<file path="src/rtl/ifu_pkg.sv">
// Shared types and constants for the instruction-fetch unit.
//   PC_W / INST_W    : address and instruction word widths
//   PC_INC           : sequential PC step in bytes
//   RESET_PC_DEFAULT : default first fetch address after reset
//   state_e          : fetch FSM states
package ifu_pkg;

  localparam int unsigned PC_W   = 32;
  localparam int unsigned INST_W = 32;
  localparam int unsigned PC_INC = 4;

  localparam logic [PC_W-1:0] RESET_PC_DEFAULT = 32'h8000_0000;

  typedef enum logic [2:0] {
    BOOT,
    REQ,
    WAIT,
    OUT,
    DRAIN
  } state_e;

endpackage

</file>
<file path="src/rtl/ifu_fetch_if.sv">
// Fetch-unit signal bundle: imem request/response, IDU handshake, redirect and halt.
//   master : the fetch unit (drives mem_req_*, inst_*)
//   slave  : memory / IDU / control side (drives ready, response, redirect, halt)
interface ifu_fetch_if;
  import ifu_pkg::*;

  logic              mem_req_valid;
  logic [PC_W-1:0]   mem_req_addr;
  logic              mem_req_ready;
  logic              mem_rsp_valid;
  logic [INST_W-1:0] mem_rsp_data;
  logic              inst_valid;
  logic [INST_W-1:0] inst;
  logic [PC_W-1:0]   inst_pc;
  logic              inst_ready;
  logic              redirect_valid;
  logic [PC_W-1:0]   redirect_pc;
  logic              halt;

  modport master (
    output mem_req_valid, mem_req_addr, inst_valid, inst, inst_pc,
    input  mem_req_ready, mem_rsp_valid, mem_rsp_data, inst_ready,
           redirect_valid, redirect_pc, halt
  );

  modport slave (
    input  mem_req_valid, mem_req_addr, inst_valid, inst, inst_pc,
    output mem_req_ready, mem_rsp_valid, mem_rsp_data, inst_ready,
           redirect_valid, redirect_pc, halt
  );

endinterface

</file>
<file path="src/rtl/ifu_fetch.sv">
// Instruction-fetch initiator: holds the PC, issues one word-aligned fetch at a
// time, hands the returned word to the IDU, and follows redirects while dropping
// responses made stale by them.
// Ports:
//   clk : clock, posedge
//   rst : asynchronous active-high reset
//   bus : ifu_fetch_if.master (mem_req_*, mem_rsp_*, inst_*, redirect_*, halt)
module ifu_fetch
  import ifu_pkg::*;
#(
  parameter logic [PC_W-1:0] RESET_PC = RESET_PC_DEFAULT
) (
  input  logic         clk,
  input  logic         rst,
  ifu_fetch_if.master  bus
);

  state_e              state_q, state_d;
  logic [PC_W-1:0]     pc_q, pc_d;
  logic [PC_W-1:0]     req_pc_q, req_pc_d;
  logic [PC_W-1:0]     inst_pc_q, inst_pc_d;
  logic [INST_W-1:0]   inst_q, inst_d;
  logic                inst_valid_q, inst_valid_d;
  logic                req_valid_c;
  logic                req_fire_c;

  // Request is decoded from registered state plus halt only.
  assign req_valid_c       = (state_q == REQ) && !bus.halt;
  assign req_fire_c        = req_valid_c && bus.mem_req_ready;
  assign bus.mem_req_valid = req_valid_c;
  assign bus.mem_req_addr  = (state_q == BOOT) ? '0 : {pc_q[PC_W-1:2], 2'b00};

  assign bus.inst_valid    = inst_valid_q;
  assign bus.inst          = inst_q;
  assign bus.inst_pc       = inst_pc_q;

  // State and datapath registers.
  always_ff @(posedge clk or posedge rst) begin
    if (rst) begin
      state_q      <= BOOT;
      pc_q         <= RESET_PC;
      req_pc_q     <= '0;
      inst_q       <= '0;
      inst_pc_q    <= '0;
      inst_valid_q <= 1'b0;
    end else begin
      state_q      <= state_d;
      pc_q         <= pc_d;
      req_pc_q     <= req_pc_d;
      inst_q       <= inst_d;
      inst_pc_q    <= inst_pc_d;
      inst_valid_q <= inst_valid_d;
    end
  end

  // Next-state logic; a redirect outranks every other event in its cycle.
  always_comb begin
    state_d      = state_q;
    pc_d         = pc_q;
    req_pc_d     = req_pc_q;
    inst_d       = inst_q;
    inst_pc_d    = inst_pc_q;
    inst_valid_d = inst_valid_q;

    case (state_q)
      BOOT: begin
        state_d = REQ;
        if (bus.redirect_valid) pc_d = bus.redirect_pc;
      end

      REQ: begin
        if (bus.redirect_valid) begin
          pc_d    = bus.redirect_pc;
          // An accepted request is already in flight and must be drained.
          state_d = req_fire_c ? DRAIN : REQ;
        end else if (req_fire_c) begin
          req_pc_d = pc_q;
          state_d  = WAIT;
        end
      end

      WAIT: begin
        if (bus.redirect_valid) begin
          pc_d    = bus.redirect_pc;
          state_d = bus.mem_rsp_valid ? REQ : DRAIN;
        end else if (bus.mem_rsp_valid) begin
          inst_d       = bus.mem_rsp_data;
          inst_pc_d    = req_pc_q;
          inst_valid_d = 1'b1;
          state_d      = OUT;
        end
      end

      OUT: begin
        if (bus.redirect_valid) begin
          pc_d         = bus.redirect_pc;
          inst_valid_d = 1'b0;
          state_d      = REQ;
        end else if (bus.inst_ready) begin
          pc_d         = pc_q + PC_W'(PC_INC);
          inst_valid_d = 1'b0;
          state_d      = REQ;
        end
      end

      DRAIN: begin
        if (bus.redirect_valid) pc_d = bus.redirect_pc;
        if (bus.mem_rsp_valid)  state_d = REQ;
      end

      default: state_d = BOOT;
    endcase
  end

  // Only one request may be outstanding, so responses are legal only here.
  a_rsp_expected: assert property (@(posedge clk) disable iff (rst)
    bus.mem_rsp_valid |-> (state_q == WAIT || state_q == DRAIN));

endmodule

</file>
<file path="src/flat_wrapper.sv">
// flat-port wrapper written by rule: the top's interface ports become plain ports
module ifu_fetch_flat import ifu_pkg::*;
#(
  parameter logic [PC_W-1:0] RESET_PC = RESET_PC_DEFAULT
)
  (clk, rst, bus_mem_req_valid, bus_mem_req_addr, bus_inst_valid, bus_inst, bus_inst_pc, bus_mem_req_ready, bus_mem_rsp_valid, bus_mem_rsp_data, bus_inst_ready, bus_redirect_valid, bus_redirect_pc, bus_halt);
  ifu_fetch_if bus_i ();
  input  logic clk;
  input  logic rst;
  output wire logic [$bits(bus_i.mem_req_valid)-1:0] bus_mem_req_valid;
  output wire logic [$bits(bus_i.mem_req_addr)-1:0] bus_mem_req_addr;
  output wire logic [$bits(bus_i.inst_valid)-1:0] bus_inst_valid;
  output wire logic [$bits(bus_i.inst)-1:0] bus_inst;
  output wire logic [$bits(bus_i.inst_pc)-1:0] bus_inst_pc;
  input wire logic [$bits(bus_i.mem_req_ready)-1:0] bus_mem_req_ready;
  input wire logic [$bits(bus_i.mem_rsp_valid)-1:0] bus_mem_rsp_valid;
  input wire logic [$bits(bus_i.mem_rsp_data)-1:0] bus_mem_rsp_data;
  input wire logic [$bits(bus_i.inst_ready)-1:0] bus_inst_ready;
  input wire logic [$bits(bus_i.redirect_valid)-1:0] bus_redirect_valid;
  input wire logic [$bits(bus_i.redirect_pc)-1:0] bus_redirect_pc;
  input wire logic [$bits(bus_i.halt)-1:0] bus_halt;
  assign bus_mem_req_valid = bus_i.mem_req_valid;
  assign bus_mem_req_addr = bus_i.mem_req_addr;
  assign bus_inst_valid = bus_i.inst_valid;
  assign bus_inst = bus_i.inst;
  assign bus_inst_pc = bus_i.inst_pc;
  assign bus_i.mem_req_ready = bus_mem_req_ready;
  assign bus_i.mem_rsp_valid = bus_mem_rsp_valid;
  assign bus_i.mem_rsp_data = bus_mem_rsp_data;
  assign bus_i.inst_ready = bus_inst_ready;
  assign bus_i.redirect_valid = bus_redirect_valid;
  assign bus_i.redirect_pc = bus_redirect_pc;
  assign bus_i.halt = bus_halt;
  ifu_fetch #(.RESET_PC(RESET_PC)) u_core (.clk(clk), .rst(rst), .bus(bus_i));
endmodule
</file>
<file path="config.mk">
export PLATFORM = sky130hd
export DESIGN_NAME = ifu_fetch_flat
export DESIGN_NICKNAME = d
export VERILOG_FILES = /design/src/rtl/ifu_pkg.sv /design/src/rtl/ifu_fetch_if.sv /design/src/rtl/ifu_fetch.sv /design/src/flat_wrapper.sv
export SDC_FILE = /design/constraint.sdc
export NUM_CORES = 1
export LEC_CHECK = 0
export ABC_AREA = 1
export BUFFER_PORTS_ARGS = -buffer_cell sky130_fd_sc_hd__buf_2
export CAP_MARGIN = 20
export CELL_PAD_IN_SITES_DETAIL_PLACEMENT = 1
export CELL_PAD_IN_SITES_GLOBAL_PLACEMENT = 1
export CORE_MARGIN = 5
export CORE_UTILIZATION = 41
export DETAILED_ROUTE_END_ITERATION = 7
export PLACE_DENSITY = 0.95
export SLEW_MARGIN = 20
export SYNTH_ARGS = -nofsm -noshare
export SYNTH_HDL_FRONTEND = slang
export SYNTH_SLANG_ARGS = --single-unit
</file>
<file path="constraint.sdc">
create_clock -name clk -period 6.1 [get_ports clk]
set_input_delay 0.305 -clock clk [delete_from_list [all_inputs] [get_ports clk]]
set_output_delay 0.305 -clock clk [all_outputs]
set_load 0.02 [all_outputs]
</file>
==> metrics.md, run 1 <==
| Metric | Value |
|---|---|
| Status | `complete, no violations` |
| Synth cell types | `27` |
| Crit Path Class | `reg -> reg` |
| Vias in the first global route | `about 6500` |
| Clk_lat worst skew | `about 430 ps` |
| CTS max path bufs | `2` |
| Worst Hold Margin | `65.2 ps` |
| Area added between synthesis and finish | `24.8%` |
| Max Fclk | `roughly 0.3 GHz` |
| Depth of the CTS H-tree | `4` |
| Fraction of layout cells with a size suffix above 1 | `a little over a fifth` |
| 1st-iter DRT viols | `about 430` |
| Count of final setup violators | `0` |
| Final period util | `between 50% and 60%` |
| I/O pin count | `between 150 and 200` |
| Crit start category | `flip-flop` |
| P_int | `0.00251 W` |
| Seq cells post-synth | `132` |
| CTS tree | `done` |
| Fin crit period | `3410 ps` |
| Die Ht | `between 100 and 150 um` |
| DR WL/cell | `16.9 um` |
| Register area share after synthesis | `roughly 52%` |
| Worst Tran Pin Value | `~910 ps` |
| Row Count | `45` |
| Die X | `135 um` |
| Hold buffer count at cts | `0` |
| Yosys warnings | `0` |
| NetSw | `around 0.0021 W` |
| Antenna-violating nets left | `0` |
| Seq. cell area | `3300 um2` |
| # resized after CTS | `0` |
| Met1 wire length | `9.19 mm` |
| Final slew viol count | `0` |
| CP required | `around 6400 ps` |
| Post-DP HPWL | `between 10 and 15 mm` |
| PortBufs | `166` |
| Worst setup margin | `about 2700 ps` |
| Layout Cells excl Fill | `between 1000 and 1500` |
| CP Launch Point | `u_core.state_q[0]$_DFFE_PP0P_` |
| Pwr Density | `578 nW/um2` |
| Setup Skew | `approximately 7.9 ps` |
| Slowest stage cell, crit path | `a21oi_4` |
| Number of hold violations in the final report | `0` |
| Post-synthesis cell count | `860` |
| CP Capture Type | `flip-flop` |
| RSZ-0062 raised after global routing | `no` |
| Routed wl met3 | `~1.2 mm` |
| Area of the die | `roughly 18000 um2` |
| Routed WL | `20.9 mm` |
| # nets final | `roughly 1100` |
| Clock buffer count from CTS | `17` |
| Fillers | `approximately 1900` |
| Sw Share | `between 40% and 50%` |
| Met2 Wirelength | `between 10 and 15 mm` |
| Initial Utilization | `41.9%` |
| Reg2reg start | `u_core.state_q[0]$_DFFE_PP0P_` |
| Via count | `6275` |
| Ant diodes | `0` |
| Syn Std Cell Area | `between 6000 and 7000 um2` |
| Area of the multi-input gates | `roughly 2600 um2` |
| Slew Limit Headroom | `roughly two fifths` |
| Overall Power | `around 0.0046 W` |
| DRC viols | `0` |
| Commonest non-fill, non-tap cell in the layout | `nand2_1` |
| Crit path DAT | `~3700 ps` |
| Comb power frac | `between 40 and 50%` |
| Remaining global-route overflow | `0` |
| DR top layer | `met4` |
| Reg clk slew, reported paths | `around 60 ps` |
| Largest net degree at the start of global routing | `76` |
| Worst VDD drop | `roughly 260 uV` |
| Placed cells | `1205` |
| Sink count of the clock tree | `132` |
| Hold/Removal Path Class | `in -> async` |
| CP peak stage delay | `~820 ps` |
| Reg power frac | `roughly a third` |
| Root Buffer | `clkbuf_16` |
| CP max FO | `57` |
| Initial antenna violation count | `0` |
| GP Congestion | `0.826` |
| First-pass GRT wire length | `~34 mm` |
| DRT Pass-1 Iters | `5` |
| GRT Total Usage | `23.3%` |
| Clk network pwr share | `a little under a quarter` |
| Post-CTS Setup Inserts | `0` |
| Placeable Area | `between 15000 and 20000 um2` |
| Vias per cell | `roughly 5` |
| Pre-CTS setup slack | `2760 ps` |
| CP Cell Sequence | `nand2_1 > inv_2 > nand2_2 > a21oi_4 > nand2_2 > buf_4 > nand2_1 > o21ai_0` |
| Mapped Avg Cell Area | `between 7 and 8 um2` |
| Setup TNS Final | `0 ps` |
| Max-Cap Viols | `0` |
| Most frequent cells in the layout | `279 x nand2_1, 166 x buf_2, 131 x dfrtp_1` |
| Pleak | `around 4.2 nW` |
[registers in the layout, summed over array words and instances, names as in the netlist]
| name | cells |
|---|---|
| u_core.bus.inst_pc | 32 |
| u_core.bus.inst | 32 |
| u_core.pc_q | 32 |
| u_core.req_pc_q | 32 |
| u_core.bus.inst_valid | 1 |
| u_core.state_q | 3 |
[final cells by class]
cell class	instances	share of cell area (%)
Timing Repair Buffer	172	11.1
Clock inverter	15	2.26
Inverter	88	4.17
Clock buffer	17	5.33
Multi-Input combinational cell	603	32.4
Sequential cell	132	41.4
Tap cell	211	3.31
[final timing paths]
kind | end | slack [ps] | depth (start not counted)
max in group asynchronous | u_core.pc_q[24]$_DFFE_PP0P_ | 4670 | 3
min in group clk | u_core.pc_q[1]$_DFFE_PP0P_ | 90 | 3
setup reg to reg | u_core.bus.inst_pc[30]$_DFFE_PP0P_ | 2690 | 8
hold reg to reg | u_core.bus.inst[1]$_DFFE_PP0P_ | 470 | 2
setup / recovery | u_core.bus.inst_pc[30]$_DFFE_PP0P_ | 2690 | 8
hold / removal | u_core.bus.inst_pc[25]$_DFFE_PP0P_ | 70 | 2
[power groups by stage]
stage / logic [W] / registers [W] / clock network, W
after global placement: 0.00183 / 0.00159 / 0
final: 0.00194 / 0.00162 / 0.00105
after global routing: 0.00216 / 0.00166 / 0.00111
after detailed placement: 0.00192 / 0.00161 / 0
after CTS: 0.00196 / 0.00161 / 0.00106
after floorplan: 0.00105 / 0.00177 / 0
[metal layers]
metal	GRT usage (%)	vias to the layer above
met4	7.24	0
met2	39.2	182
met3	4.62	26
met1	30.4	3061
li1	-	3006
met5	0	-
[Yosys cell counts (all sizes together)]
cell type | n | share of area, %
nand3 | 67 | 5.3
a31oi | 6 | 0.59
o22ai | 3 | 0.29
o221ai | 1 | 0.14
conb | 1 | 0.059
nor3 | 2 | 0.16
clkbuf | 18 | 1.1
o21ai | 90 | 7.0
xor2 | 2 | 0.27
or2 | 5 | 0.49
a21oi | 7 | 0.72
dfrtp | 131 | 51
o211ai | 2 | 0.23
inv | 88 | 5.2
nor2 | 127 | 7.6
nand4 | 7 | 0.68
dfstp | 1 | 0.41
ha | 1 | 0.20
nand2 | 281 | 17
buf | 20 | 1.8
[per-stage QoR]
step / util [%] / instance area (um2)
5_1_grt: 52.3 / 7980
4_1_cts: 52.2 / 7960
3_5_place_dp: 48.2 / 7360
6_report: 52.3 / 7980
3_3_place_gp: 48.2 / 7360
2_1_floorplan: - / 6400
[worst max-delay path: cells and delay by family, from the launching register on]
family | cells | cell delay (ps)
AOI/OAI and AO/OA | 2 | 920
buffers and inverters | 2 | 590
DFF | 1 | 420
and+or+nand+nor | 4 | 1310
[kinds of logic after synthesis]
logic type / after synthesis / synth area share (%)
AO/OA/AOI/OAI: 109 / 9.02
XOR/XNOR: 2 / 0.274
adder cells (fa/ha/maj): 1 / 0.196
buffers and inverters: 126 / 8.02
flip-flops: 132 / 51.7
other: 1 / 0.0586
AND/OR/NAND/NOR: 489 / 30.8
Power figures use the tool's default switching activity.
==> inputs of run 2 (changes only) <==
--- a/config.mk
+++ b/config.mk
@@ -5,7 +5,7 @@
 export SDC_FILE = /design/constraint.sdc
 export NUM_CORES = 1
 export LEC_CHECK = 0
-export ABC_AREA = 1
+export ABC_AREA = 0
 export BUFFER_PORTS_ARGS = -buffer_cell sky130_fd_sc_hd__buf_2
 export CAP_MARGIN = 20
 export CELL_PAD_IN_SITES_DETAIL_PLACEMENT = 1
@@ -13,7 +13,7 @@
 export CORE_MARGIN = 5
 export CORE_UTILIZATION = 41
 export DETAILED_ROUTE_END_ITERATION = 7
-export PLACE_DENSITY = 0.95
+export PLACE_DENSITY = 0.91
 export SLEW_MARGIN = 20
 export SYNTH_ARGS = -nofsm -noshare
 export SYNTH_HDL_FRONTEND = slang
==> constraint.sdc (replaced) <==
create_clock -name clk -period 3.3 [get_ports clk]
set_input_delay 0.165 -clock clk [delete_from_list [all_inputs] [get_ports clk]]
set_output_delay 0.165 -clock clk [all_outputs]
set_load 0.02 [all_outputs]
==> run 2 against run 1 <==
Critical path depth shrank 3. Count of clock-buffer cells in the layout up 2. Clock skew increased by 1.0 ps. Via count down 15%. Cell area is 1.7% higher. Setup slack worse by 1900 ps. Critical path type unchanged. Highest routed layer is now met5. Critical endpoint is now u_core.pc_q[6]$_DFFE_PP0P_. Clock power rose by 84%. Maximum frequency is 34% higher. Global-route usage is 0.060 points higher. Sequential cell count unchanged. Synthesized cell count shrank 39%.
==> metrics.md, run 2 <==
| Metric | Value |
|---|---|
| CP Launch Point | `u_core.state_q[2]$_DFFE_PP0P_` |
| Count of final setup violators | `0` |
| Clk_lat worst skew | `between 400 and 500 ps` |
| Root Buffer | `clkbuf_16` |
| Largest area contributor in the synthesized netlist | `dfrtp_1` |
| Mapped Avg Cell Area | `between 10 and 15 um2` |
| Seq cells post-synth | `132` |
| DRC viols | `0` |
| Max-Cap Viols | `0` |
| Most frequent cell after synthesis | `dfrtp_1` |
| Sink count of the clock tree | `roughly 130` |
| Clk network pwr share | `32.2%` |
| Vias in the first global route | `around 6000` |
| CTS tree | `done` |
| RSZ-0062 raised after global routing | `no` |
| 1st-iter DRT viols | `340` |
| Syn Std Cell Area | `around 6000 um2` |
| Clock buffer count from CTS | `17` |
| Hold Path Origin | `bus_redirect_pc[23]` |
| Status | `complete, no violations` |
| Pwr Density | `between 700 and 800 nW/um2` |
| Slew Limit Headroom | `~37%` |
| Max Fclk | `0.394 GHz` |
| DP Area | `a little over 7000 um2` |
| Seq. cell area | `between 3000 and 4000 um2` |
| Area of the multi-input gates | `2630 um2` |
| Via count | `5304` |
| CP max FO | `13` |
| Area of the die | `between 15000 and 20000 um2` |
| Area added between synthesis and finish | `32.6%` |
| Synth area leaders | `dfrtp_1 54%, mux2_1 9.0%, mux2_2 8.8%` |
| Fin crit period | `approximately 2500 ps` |
| P_int | `roughly 0.0039 W` |
| Crit start category | `flip-flop` |
| Reg2reg start | `u_core.state_q[2]$_DFFE_PP0P_` |
| Vias per cell | `5.80` |
| Number of synthesized flops with an enable pin | `0` |
| # nets final | `between 700 and 800` |
| Fraction of layout cells with a size suffix above 1 | `35.6%` |
| Initial Utilization | `42.0%` |
| Die X | `~130 um` |
| Final period util | `between 70% and 80%` |
| Crit Path Class | `reg -> reg` |
| Ys async rst share | `between 90% and 100%` |
| NetSw | `0.00203 W` |
| First-pass GRT wire length | `around 33 mm` |
| Hold/Removal Path Class | `in -> reg` |
| Reg power frac | `about 41%` |
| Remaining global-route overflow | `0` |
| Main flop type after synthesis | `dfrtp_1` |
| I/O pin count | `between 150 and 200` |
| Worst VDD drop | `390 uV` |
| Pleak | `between 3 and 4 nW` |
| Synth cell types | `63` |
| Setup TNS Final | `0 ps` |
| CP required | `between 3000 and 4000 ps` |
| Yosys warnings | `0` |
| Post-CTS Setup Inserts | `0` |
| Die Ht | `132 um` |
| Row Count | `44` |
| # resized after CTS | `0` |
| Post-synthesis cell count | `~520` |
| DR WL/cell | `between 20 and 25 um` |
| Fillers | `between 1500 and 2000` |
| Reg clk slew, reported paths | `around 60 ps` |
| Post-DP HPWL | `between 10 and 15 mm` |
| PortBufs | `~170` |
| GP Congestion | `0.870` |
| Design area | `8120 um2` |
| GRT Total Usage | `between 20% and 30%` |
| Worst Tran Pin Value | `~940 ps` |
| Sw Share | `approximately a third` |
| CTS max path bufs | `2` |
| Routed WL | `between 20 and 25 mm` |
| Placeable Area | `around 15000 um2` |
| Most frequent cells in the layout | `166 x buf_2, 131 x dfrtp_1, 49 x mux2_1` |
| Setup Skew | `roughly 9 ps` |
| Register area share after synthesis | `a little over half` |
| Hold buffer count at cts | `40` |
| Largest net degree at the start of global routing | `slightly above 90` |
| Commonest non-fill, non-tap cell in the layout | `buf_2` |
| Depth of the CTS H-tree | `4` |
| Antenna-violating nets left | `0` |
| Final slew viol count | `0` |
| Number of hold violations in the final report | `0` |
| Comb power frac | `between 20% and 30%` |
| Ant diodes | `0` |
| DRT Pass-1 Iters | `7` |
| Most frequent cells after synthesis | `131 x dfrtp_1, 49 x mux2_1, 48 x mux2_2` |
| Top cell type's share of synthesized area | `53.5%` |
| Initial antenna violation count | `1` |
| Crit path DAT | `2790 ps` |
| CP Capture Type | `flip-flop` |
==> run 2: changes by cell type after synthesis, sizes merged, moves of 23 or more <==
cell,change
nor2,-105
nand3,-49
nor2b,+23
mux2,+97
inv,-76
nand2,-254
o21ai,-79
==> run 2: kinds of logic after synthesis <==
kind of cell    synth area share (%)
buf+inv                         3.56
other cells                   0.0613
compound gates                  9.89
fa+ha+maj                      0.368
mux                             18.7
simple gates                    13.5
flops                           54.0
==> run 2: per-layer routing <==
metal | part of all wire [%] | global-route usage [%]
met5 | 0.035 | 0
met4 | 3.9 | 11.0
met3 | 6.9 | 7.60
met2 | 50 | 38.9
met1 | 39 | 27.3
==> run 2: power by group through the flow <==
stage	Combinational [W]	Clock, W	Sequential (W)
final	0.00160	0.00193	0.00244
after detailed placement	0.00154	0	0.00244
after global placement	0.00148	0	0.00239
after global routing	0.00173	0.00203	0.00250
after floorplan	0.000794	0	0.00257
after CTS	0.00160	0.00196	0.00243
==> run 2: worst max-delay path, cell delays in order, from the launching register on <==
cell     delay (ps)
dfrtp_1         560
maj3_1          510
and2_0          660
buf_4           320
mux2i_1         200
o22ai_1         110
==> run 2: cell type report <==
class | count | area share [%]
clock inverter | 13 | 1.94
multi-input combinational | 341 | 32.4
sequential | 132 | 40.7
timing repair buffer | 214 | 16.1
clock buffer | 19 | 5.46
inverter | 12 | 0.601
tap | 184 | 2.84
==> run 2: metrics by stage <==
stage	utilization, %	setup WS, ps	total power (W)	std cells	hold slack [ps]
6_report	55.6	760	0.00597	915	10.6
5_1_grt	55.6	675	0.00627	915	17.5
4_1_cts	55.6	755	0.00598	915	1.87
3_5_place_dp	48.7	778	0.00399	843	365
3_3_place_gp	48.7	972	0.00387	843	350
2_1_floorplan	-	1430	0.00336	524	270
==> run 2: worst paths after layout <==
kind / depth (start not counted) / slack, ps / to
max reg2reg: 5 / 760 / u_core.pc_q[6]$_DFFE_PP0P_
max in group asynchronous: 4 / 2450 / u_core.bus.inst[24]$_DFFE_PP0P_
max: 5 / 760 / u_core.pc_q[6]$_DFFE_PP0P_
min reg2reg: 1 / 490 / u_core.bus.inst[17]$_DFFE_PP0P_
min: 3 / 10 / u_core.pc_q[23]$_DFFE_PP0P_
min in group asynchronous: 4 / 420 / u_core.req_pc_q[8]$_DFFE_PP0P_
